[src/rtl/cpu_pkg.sv]
// ============================================================================
// cpu_pkg : shared fetch-stage types and constants.
// Optional FAULT state built with FETCH_ALIGN_CHECK_EN.  Rev 1.0
// ============================================================================
`default_nettype none

package cpu_pkg;

  localparam int          INST_W           = 32;
  localparam logic [31:0] DEFAULT_RESET_PC = 32'h0000_0000;

`ifdef FETCH_ALIGN_CHECK_EN
  typedef enum logic [1:0] {
    ST_IDLE  = 2'd0,
    ST_FETCH = 2'd1,
    ST_HOLD  = 2'd2,
    ST_FAULT = 2'd3
  } fetch_state_e;
`else
  typedef enum logic [1:0] {
    ST_IDLE  = 2'd0,
    ST_FETCH = 2'd1,
    ST_HOLD  = 2'd2
  } fetch_state_e;
`endif

  function automatic logic [INST_W-1:0] word_align(input logic [INST_W-1:0] addr);
    return addr & ~32'd3;
  endfunction

  function automatic logic misaligned(input logic [INST_W-1:0] addr);
    return addr[1:0] != 2'b00;
  endfunction

endpackage

`default_nettype wire

[src/rtl/pc_adder.sv]
// ============================================================================
// pc_adder : 32-bit +4 incrementer, wraps modulo 2^32.  Rev 1.0
// ============================================================================
`default_nettype none

module pc_adder
  import cpu_pkg::*;
(
  input  logic [INST_W-1:0] pc,
  output logic [INST_W-1:0] pc4
);

  assign pc4 = pc + 32'd4;

endmodule

`default_nettype wire

[src/rtl/pc_fetch.sv]
// ============================================================================
// pc_fetch : PC register and single-outstanding instruction fetch handshake.
// Optional alignment fault with FETCH_ALIGN_CHECK_EN.  Rev 1.0
// ============================================================================
`default_nettype none

module pc_fetch
  import cpu_pkg::*;
#(
  parameter logic [31:0] RESET_PC = DEFAULT_RESET_PC
)
(
  input  logic              CLK,
  input  logic              CLRN,
  input  logic [INST_W-1:0] NPC,
  output logic [INST_W-1:0] PC,
  output logic [INST_W-1:0] PC4,
  output logic              IM_REQ,
  output logic [INST_W-1:0] IM_ADDR,
  input  logic              IM_ACK,
  input  logic [INST_W-1:0] IM_RDATA,
  output logic [INST_W-1:0] INST,
  output logic              INST_VALID,
  input  logic              INST_READY
`ifdef FETCH_ALIGN_CHECK_EN
  ,
  output logic              FAULT
`endif
);

  fetch_state_e      state_q;
  fetch_state_e      state_nxt;
  logic [INST_W-1:0] pc_q;
  logic [INST_W-1:0] inst_q;
  logic              accept;
  logic              mem_done;
  logic [INST_W-1:0] npc_load;

  assign mem_done = (state_q == ST_FETCH) && IM_ACK;
  assign accept   = (state_q == ST_HOLD) && INST_READY;

`ifdef FETCH_ALIGN_CHECK_EN
  assign npc_load = NPC;
`else
  assign npc_load = word_align(NPC);
`endif

  always_ff @(posedge CLK or negedge CLRN) begin
    if (!CLRN) begin
      state_q <= ST_IDLE;
    end else begin
      state_q <= state_nxt;
    end
  end

  always_comb begin
    state_nxt = state_q;
    case (state_q)
      ST_IDLE:  state_nxt = ST_FETCH;
      ST_FETCH: if (IM_ACK) state_nxt = ST_HOLD;
      ST_HOLD: begin
        if (INST_READY) begin
`ifdef FETCH_ALIGN_CHECK_EN
          state_nxt = misaligned(NPC) ? ST_FAULT : ST_FETCH;
`else
          state_nxt = ST_FETCH;
`endif
        end
      end
`ifdef FETCH_ALIGN_CHECK_EN
      ST_FAULT: state_nxt = ST_FAULT;
`endif
      default:  state_nxt = ST_IDLE;
    endcase
  end

  always_comb begin
    IM_REQ     = (state_q == ST_FETCH);
    INST_VALID = (state_q == ST_HOLD);
`ifdef FETCH_ALIGN_CHECK_EN
    FAULT      = (state_q == ST_FAULT);
`endif
  end

  // PC and INST only move on the two handshake events, so both stay stable otherwise.
  always_ff @(posedge CLK or negedge CLRN) begin
    if (!CLRN) begin
      pc_q   <= RESET_PC;
      inst_q <= '0;
    end else begin
      if (mem_done) inst_q <= IM_RDATA;
      if (accept)   pc_q   <= npc_load;
    end
  end

  assign PC      = pc_q;
  assign IM_ADDR = pc_q;
  assign INST    = inst_q;

  pc_adder u_pc_adder (
    .pc  (pc_q),
    .pc4 (PC4)
  );

endmodule

`default_nettype wire

[config.mk]
export PLATFORM = sky130hd
export DESIGN_NAME = pc_fetch
export DESIGN_NICKNAME = d
export VERILOG_FILES = /design/src/rtl/cpu_pkg.sv /design/src/rtl/pc_adder.sv /design/src/rtl/pc_fetch.sv
export SDC_FILE = /design/constraint.sdc
export NUM_CORES = 1
export LEC_CHECK = 0
export BUFFER_PORTS_ARGS = -buffer_cell sky130_fd_sc_hd__buf_2
export CAP_MARGIN = 15
export CORE_MARGIN = 5
export CORE_UTILIZATION = 30
export CTS_CLUSTER_SIZE = 10
export DETAILED_ROUTE_END_ITERATION = 8
export PLACE_DENSITY = 0.61
export SYNTH_ARGS = -nofsm -noshare
export SYNTH_HDL_FRONTEND = slang
export SYNTH_SLANG_ARGS = --single-unit
[constraint.sdc]
create_clock -name CLK -period 4.3 [get_ports CLK]
set_clock_uncertainty 0.05 [all_clocks]
set_input_delay 1.075 -clock CLK [delete_from_list [all_inputs] [get_ports CLK]]
set_output_delay 1.075 -clock CLK [all_outputs]
set_load 0.02 [all_outputs]
==> impl_metrics.tcl, run 1 <==
set metrics [dict create \
    clkSlewWorstSetupHoldPaths_ns 0.08 \
    status "complete, no violations" \
    setup_tns_ns 0 \
    dr.pass1.iters 6 \
    yosysSeqAreaShare 0.488 \
    yosys.area.top_type "dfrtp_1" \
    clkSinkCount 64 \
    rsz0062_at_grt "no" \
    synth_warnings 0 \
    preCtsSetupSlack_ns 1.21 \
    start_util 0.304 \
    min_path_type "reg2reg" \
    core_um2 10800 \
    yosysTopAreaCellShare 0.488 \
    p_switching_mw 1.88 \
    end_kind "output pin" \
    critPathMaxFanout 6 \
    drv_cap 0 \
    tightest_slew_ns 0.758 \
    port_buffers 189 \
    finalSetupViolations 0 \
    grt_pass1_wl_mm 13.1 \
    post-route-min-period_ns 3.40 \
    cts_buffers 9 \
    vias_per_cell 4.44 \
    cts_tree "built" \
    insertion_delay_ns 0.33 \
    wl_mm 8.48 \
    p_seq_frac 0.322 \
    die_h_um 115 \
    drt_iter0_drc 94 \
    worstPathRequired_ns 3.17 \
    drive_gt1_frac 0.644 \
    wl_per_cell_um 14.8 \
    synth.distinct_cells 26 \
    grt_max_degree 34 \
    max-vdd-ir-drop_mv 0.392 \
    grt_pass1_vias 2602 \
    intPower_mw 2.06 \
    cp.arrival_ns 2.28 \
    layout.cells.most_common "buf_2" \
    overflow 0 \
    worst-setup-path-type "reg2out" \
    cts_hold_buf 0 \
    p_leak_nw 2.16 \
    gp_congestion 0.720 \
    n_fill_cell 1076 \
    final_cell_mix "buf_2, dfrtp_1, mux2_2" \
    clkPwrFrac 0.148 \
    cts_setup_buffers 0 \
    syn_inst 263 \
    relSlewSlack 0.495 \
    synthTopCellsByArea "dfrtp_1, mux2_2, buf_4" \
    fin_nets 496 \
    fmax_ghz 0.294 \
    antenna_found_initial 1 \
    clock_path_buffers 2 \
    setup_ws_ns 0.895 \
    cts_resized 0 \
    ys_seq_elements 64 \
    ioPinCount 198 \
    syn_to_final_growth_pct 32.9 \
    syn_avg_cell_area_um2 12.5 \
    fin_crit_sh 0.792 \
    vias 2543 \
    die_area_um2 13100 \
    cts_root_buf "clkbuf_8" \
    power_frac_comb 0.530 \
    drc 0 \
    p_total_mw 3.94 \
    p_sw_frac 0.478 \
    power_density_nw_per_um2 903 \
    hold_violations 0 \
    rows 38 \
    antenna_left 0 \
    critPathLaunchType "flop" \
    synth_area_um2 3280 \
    slew_viol_final 0 \
    die_w_um 115 \
    dp_hpwl_mm 6.70 \
    cts_max_level 3 \
    grtUsageTotal 0.127 \
]
[power by group through the flow]
stage          Clock, mW  Sequential, mW  Combinational (mW)
2_1_floorplan          0            1.57                1.23
3_3_place_gp           0            1.26                2.11
3_5_place_dp           0            1.28                2.12
4_1_cts            0.609            1.28                2.12
5_1_grt            0.635            1.33                2.23
6_report           0.584            1.27                2.09
[flip-flops by register name (all words and copies together), names as in the netlist]
register  cells
INST         32
IM_ADDR      30
state_q       2
[cell families (layout without fill, tap and decap cells)]
| group | Yosys count | count (layout) | synth area share |
|---|---|---|---|
| flip-flops | 64 | 64 | 0.488 |
| multiplexers | 62 | 62 | 0.213 |
| AND/OR/NAND/NOR | 59 | 59 | 0.119 |
| buffers and inverters | 46 | 210 | 0.0968 |
| XOR/XNOR | 28 | 28 | 0.0747 |
| AO/OA/AOI/OAI | 2 | 2 | 0.00381 |
| adder cells (fa/ha/maj) | 1 | 1 | 0.00381 |
| other | 1 | 7 | 0.00114 |
[cells in the mapped netlist]
| library cell | number |
|---|---|
| mux2_2 | 62 |
| nand3b_1 | 1 |
| nor4_4 | 4 |
| nand2_1 | 13 |
| ha_1 | 1 |
| conb_1 | 1 |
| nand3_2 | 2 |
| nor2b_1 | 1 |
| and4_1 | 1 |
| a22oi_1 | 1 |
| nand2b_1 | 2 |
| o21ai_0 | 1 |
| xor2_1 | 8 |
| nor2_1 | 5 |
| nor4_2 | 1 |
| nor3_1 | 3 |
| and3_1 | 3 |
| buf_4 | 36 |
| nand4_1 | 7 |
| nand3_4 | 1 |
| inv_1 | 2 |
| nand3_1 | 15 |
| clkbuf_2 | 2 |
| xnor2_1 | 20 |
| buf_2 | 6 |
| dfrtp_1 | 64 |
[worst paths after layout]
| check | start | endpoint | slack (ns) | cells after the start |
|---|---|---|---|---|
| min reg2reg | INST[28] | INST[28] | 0.45 | 1 |
| max in group asynchronous | CLRN | INST[27] | 2.52 | 2 |
| min in group asynchronous | CLRN | INST[1] | 0.76 | 1 |
| max reg2reg | state_q[0] | IM_ADDR[27] | 2.72 | 5 |
| min | INST[28] | INST[28] | 0.45 | 1 |
| max | IM_ADDR[2] | PC4[18] | 0.90 | 6 |
[routing by layer]
metal,vias to the layer above,GRT usage,part of all wire
met1,1196,0.148,0.39
met3,11,0.0624,0.13
li1,1199,-,-
met4,2,0.0435,0.012
met5,-,0,0.00083
met2,135,0.203,0.46
[layout make-up]
class	count	area, um^2	area share
diodes	1	2.50	0.000574
clock buffers	9	124	0.0284
clock inverters	7	101	0.0232
inverters	2	7.51	0.00172
multi-input cells	158	1380	0.317
flip-flops and latches	64	1600	0.367
well taps	140	175	0.0402
repair buffers	192	968	0.222
[per-stage QoR]
step,area (um^2),hold slack [ns],cells,utilization
after floorplan,3300,0.414,268,-
after global placement,4130,0.429,556,0.383
after detailed placement,4130,0.438,556,0.383
after CTS,4360,0.454,572,0.404
after global routing,4360,0.468,572,0.404
final,4360,0.453,573,0.404
[critical path, cell delays in order, from the launching register on]
cell	delay [ns]
dfrtp_1	0.46
ha_1	0.29
nand4_1	0.21
nor4_4	0.45
nand3_1	0.15
xnor2_1	0.18
buf_2	0.20
Power figures use the tool's default switching activity.
==> run 2, diff against run 1 <==
--- a/config.mk
+++ b/config.mk
@@ -11,7 +11,7 @@
 export CORE_UTILIZATION = 30
 export CTS_CLUSTER_SIZE = 10
 export DETAILED_ROUTE_END_ITERATION = 8
-export PLACE_DENSITY = 0.61
+export PLACE_DENSITY = 0.63
 export SYNTH_ARGS = -nofsm -noshare
 export SYNTH_HDL_FRONTEND = slang
 export SYNTH_SLANG_ARGS = --single-unit
==> constraint.sdc (replaced) <==
create_clock -name CLK -period 3.1 [get_ports CLK]
set_clock_uncertainty 0.05 [all_clocks]
set_input_delay 0.775 -clock CLK [delete_from_list [all_inputs] [get_ports CLK]]
set_output_delay 0.775 -clock CLK [all_outputs]
set_load 0.02 [all_outputs]
==> run 2 against run 1 <==
Global-route usage up 1.1 points. Cell area grew 0.80%. Final cell count increased by 0.35%. Non-clock buffer count grew 3. Sequential share of layout area decreased by 0.18 points. Count of clock-buffer cells in the layout unchanged. Clock power grew 26%. Combinational power rose by 40%. Sequential power grew 41%. Critical endpoint unchanged.
==> impl_metrics.tcl, run 2 (synthesis results as in run 1) <==
set metrics [dict create \
    tightest_slew_ns 0.791 \
    hold_violations 0 \
    n_fill_cell 1087 \
    clock_path_buffers 2 \
    overflow 0 \
    die_area_um2 13100 \
    max-vdd-ir-drop_mv 0.456 \
    power_density_nw_per_um2 1240 \
    antenna_left 0 \
    critPathMaxFanout 5 \
    rrSetupSlack_ns 1.50 \
    core_um2 10800 \
    cp.arrival_ns 2.11 \
    min_path_type "in2async" \
    die_w_um 115 \
    multiInputGateArea_um2 1400 \
    relSlewSlack 0.472 \
    gp_congestion 0.725 \
    clkSlewWorstSetupHoldPaths_ns 0.08 \
    p_leak_nw 2.19 \
    worstPathRequired_ns 2.27 \
    final_cell_mix "buf_2, mux2_2, dfrtp_1" \
    vias 2631 \
    fin_crit_sh 0.946 \
    slew_viol_final 0 \
    syn_to_final_growth_pct 34.0 \
    die_h_um 115 \
    cts_max_level 3 \
    drc 0 \
    rows 38 \
    end_kind "output pin" \
    reg2reg_to "IM_ADDR[14]" \
    grt_max_degree 34 \
    largest_register_ffs 32 \
    area.sequential_um2 1610 \
    fmax_ghz 0.341 \
    drv_cap 0 \
    diodes 0 \
    grtUsageTotal 0.138 \
    post-route-min-period_ns 2.93 \
    finish.utilization 0.407 \
    grt_pass1_wl_mm 14.1 \
    setup_ws_ns 0.166 \
    setup_tns_ns 0 \
    worst-setup-path-type "reg2out" \
    start_util 0.304 \
    wl_per_cell_um 15.7 \
    cts_tree "built" \
    port_buffers 189 \
    cts_root_buf "clkbuf_8" \
    antenna_found_initial 1 \
    status "complete, no violations" \
    ioPinCount 198 \
    dp_hpwl_mm 6.96 \
    wl_mm 9.00 \
    r2r_start "state_q[0]" \
    preCtsSetupSlack_ns 0.371 \
    fin_nets 499 \
    critPathLaunchType "flop" \
    drt_iter0_drc 137 \
    insertion_delay_ns 0.33 \
    cts_buffers 9 \
    finalSetupViolations 0 \
    layout.cells.most_common "buf_2" \
    drive_gt1_frac 0.657 \
    ff2ff_path_depth 5 \
    rsz0062_at_grt "no" \
    vias_per_cell 4.58 \
    grt_pass1_vias 2747 \
    cts_hold_buf 0 \
    clkSinkCount 64 \
    dr.pass1.iters 4 \
]
## run 2: changes by cell type in the layout (fill, tap and decap cells not counted), moves of 2 or more
cell and change:
dfrtp_1 -4, buf_4 +2, dfrtp_2 +4, clkinv_4 +2
## run 2: how the worst max path moves through the flow
stage                from  cells past startpoint       to  slack (ns)
2_1_floorplan  IM_ADDR[2]                      5  PC4[22]        0.41
3_3_place_gp   IM_ADDR[2]                      6  PC4[24]        0.38
3_5_place_dp   IM_ADDR[2]                      6  PC4[20]        0.37
4_1_cts        IM_ADDR[2]                      7  PC4[18]       0.008
5_1_grt        IM_ADDR[3]                      7  PC4[18]        0.02
6_report       IM_ADDR[3]                      7  PC4[18]        0.17
## run 2: metal layers
layer,GRT usage,share of wire,vias up
li1,-,-,1205
met3,0.0624,0.12,11
met2,0.229,0.48,141
met4,0.0412,0.011,2
met5,0,0.0012,-
met1,0.161,0.39,1272
## run 2: critical path, cell delays in order (launching register included)
cell and delay [ns]:
dfrtp_2 0.44, ha_4 0.18, nand4_1 0.19, nor4_4 0.31, buf_4 0.19, nand3_1 0.11
xnor2_1 0.16, buf_2 0.18
## run 2: timing repair
action,in CTS,in global routing
gates resized for setup,1,6
setup endpoints to repair,5,11
pin swaps,1,1
setup buffers,1,2
## run 2: layout make-up
type	count	share of cell area
repair buffers	195	0.228
multi-input cells	158	0.319
clock buffers	9	0.0282
flip-flops and latches	64	0.365
clock inverters	7	0.0176
well taps	140	0.0398
inverters	2	0.00171
## run 2: metrics by stage
step / cells / hold slack (ns) / total power [mW] / area, um^2
global placement: 556 / 0.432 / 4.68 / 4150
floorplan: 268 / 0.414 / 3.89 / 3300
CTS: 573 / 0.459 / 5.51 / 4360
global route: 575 / 0.480 / 5.80 / 4400
finish: 575 / 0.455 / 5.45 / 4400
detailed placement: 556 / 0.440 / 4.74 / 4150
## run 2: power breakdown
part	internal, mW	switching (mW)
clock	0.378	0.355
sequential	1.26	0.526
combinational	1.15	1.77
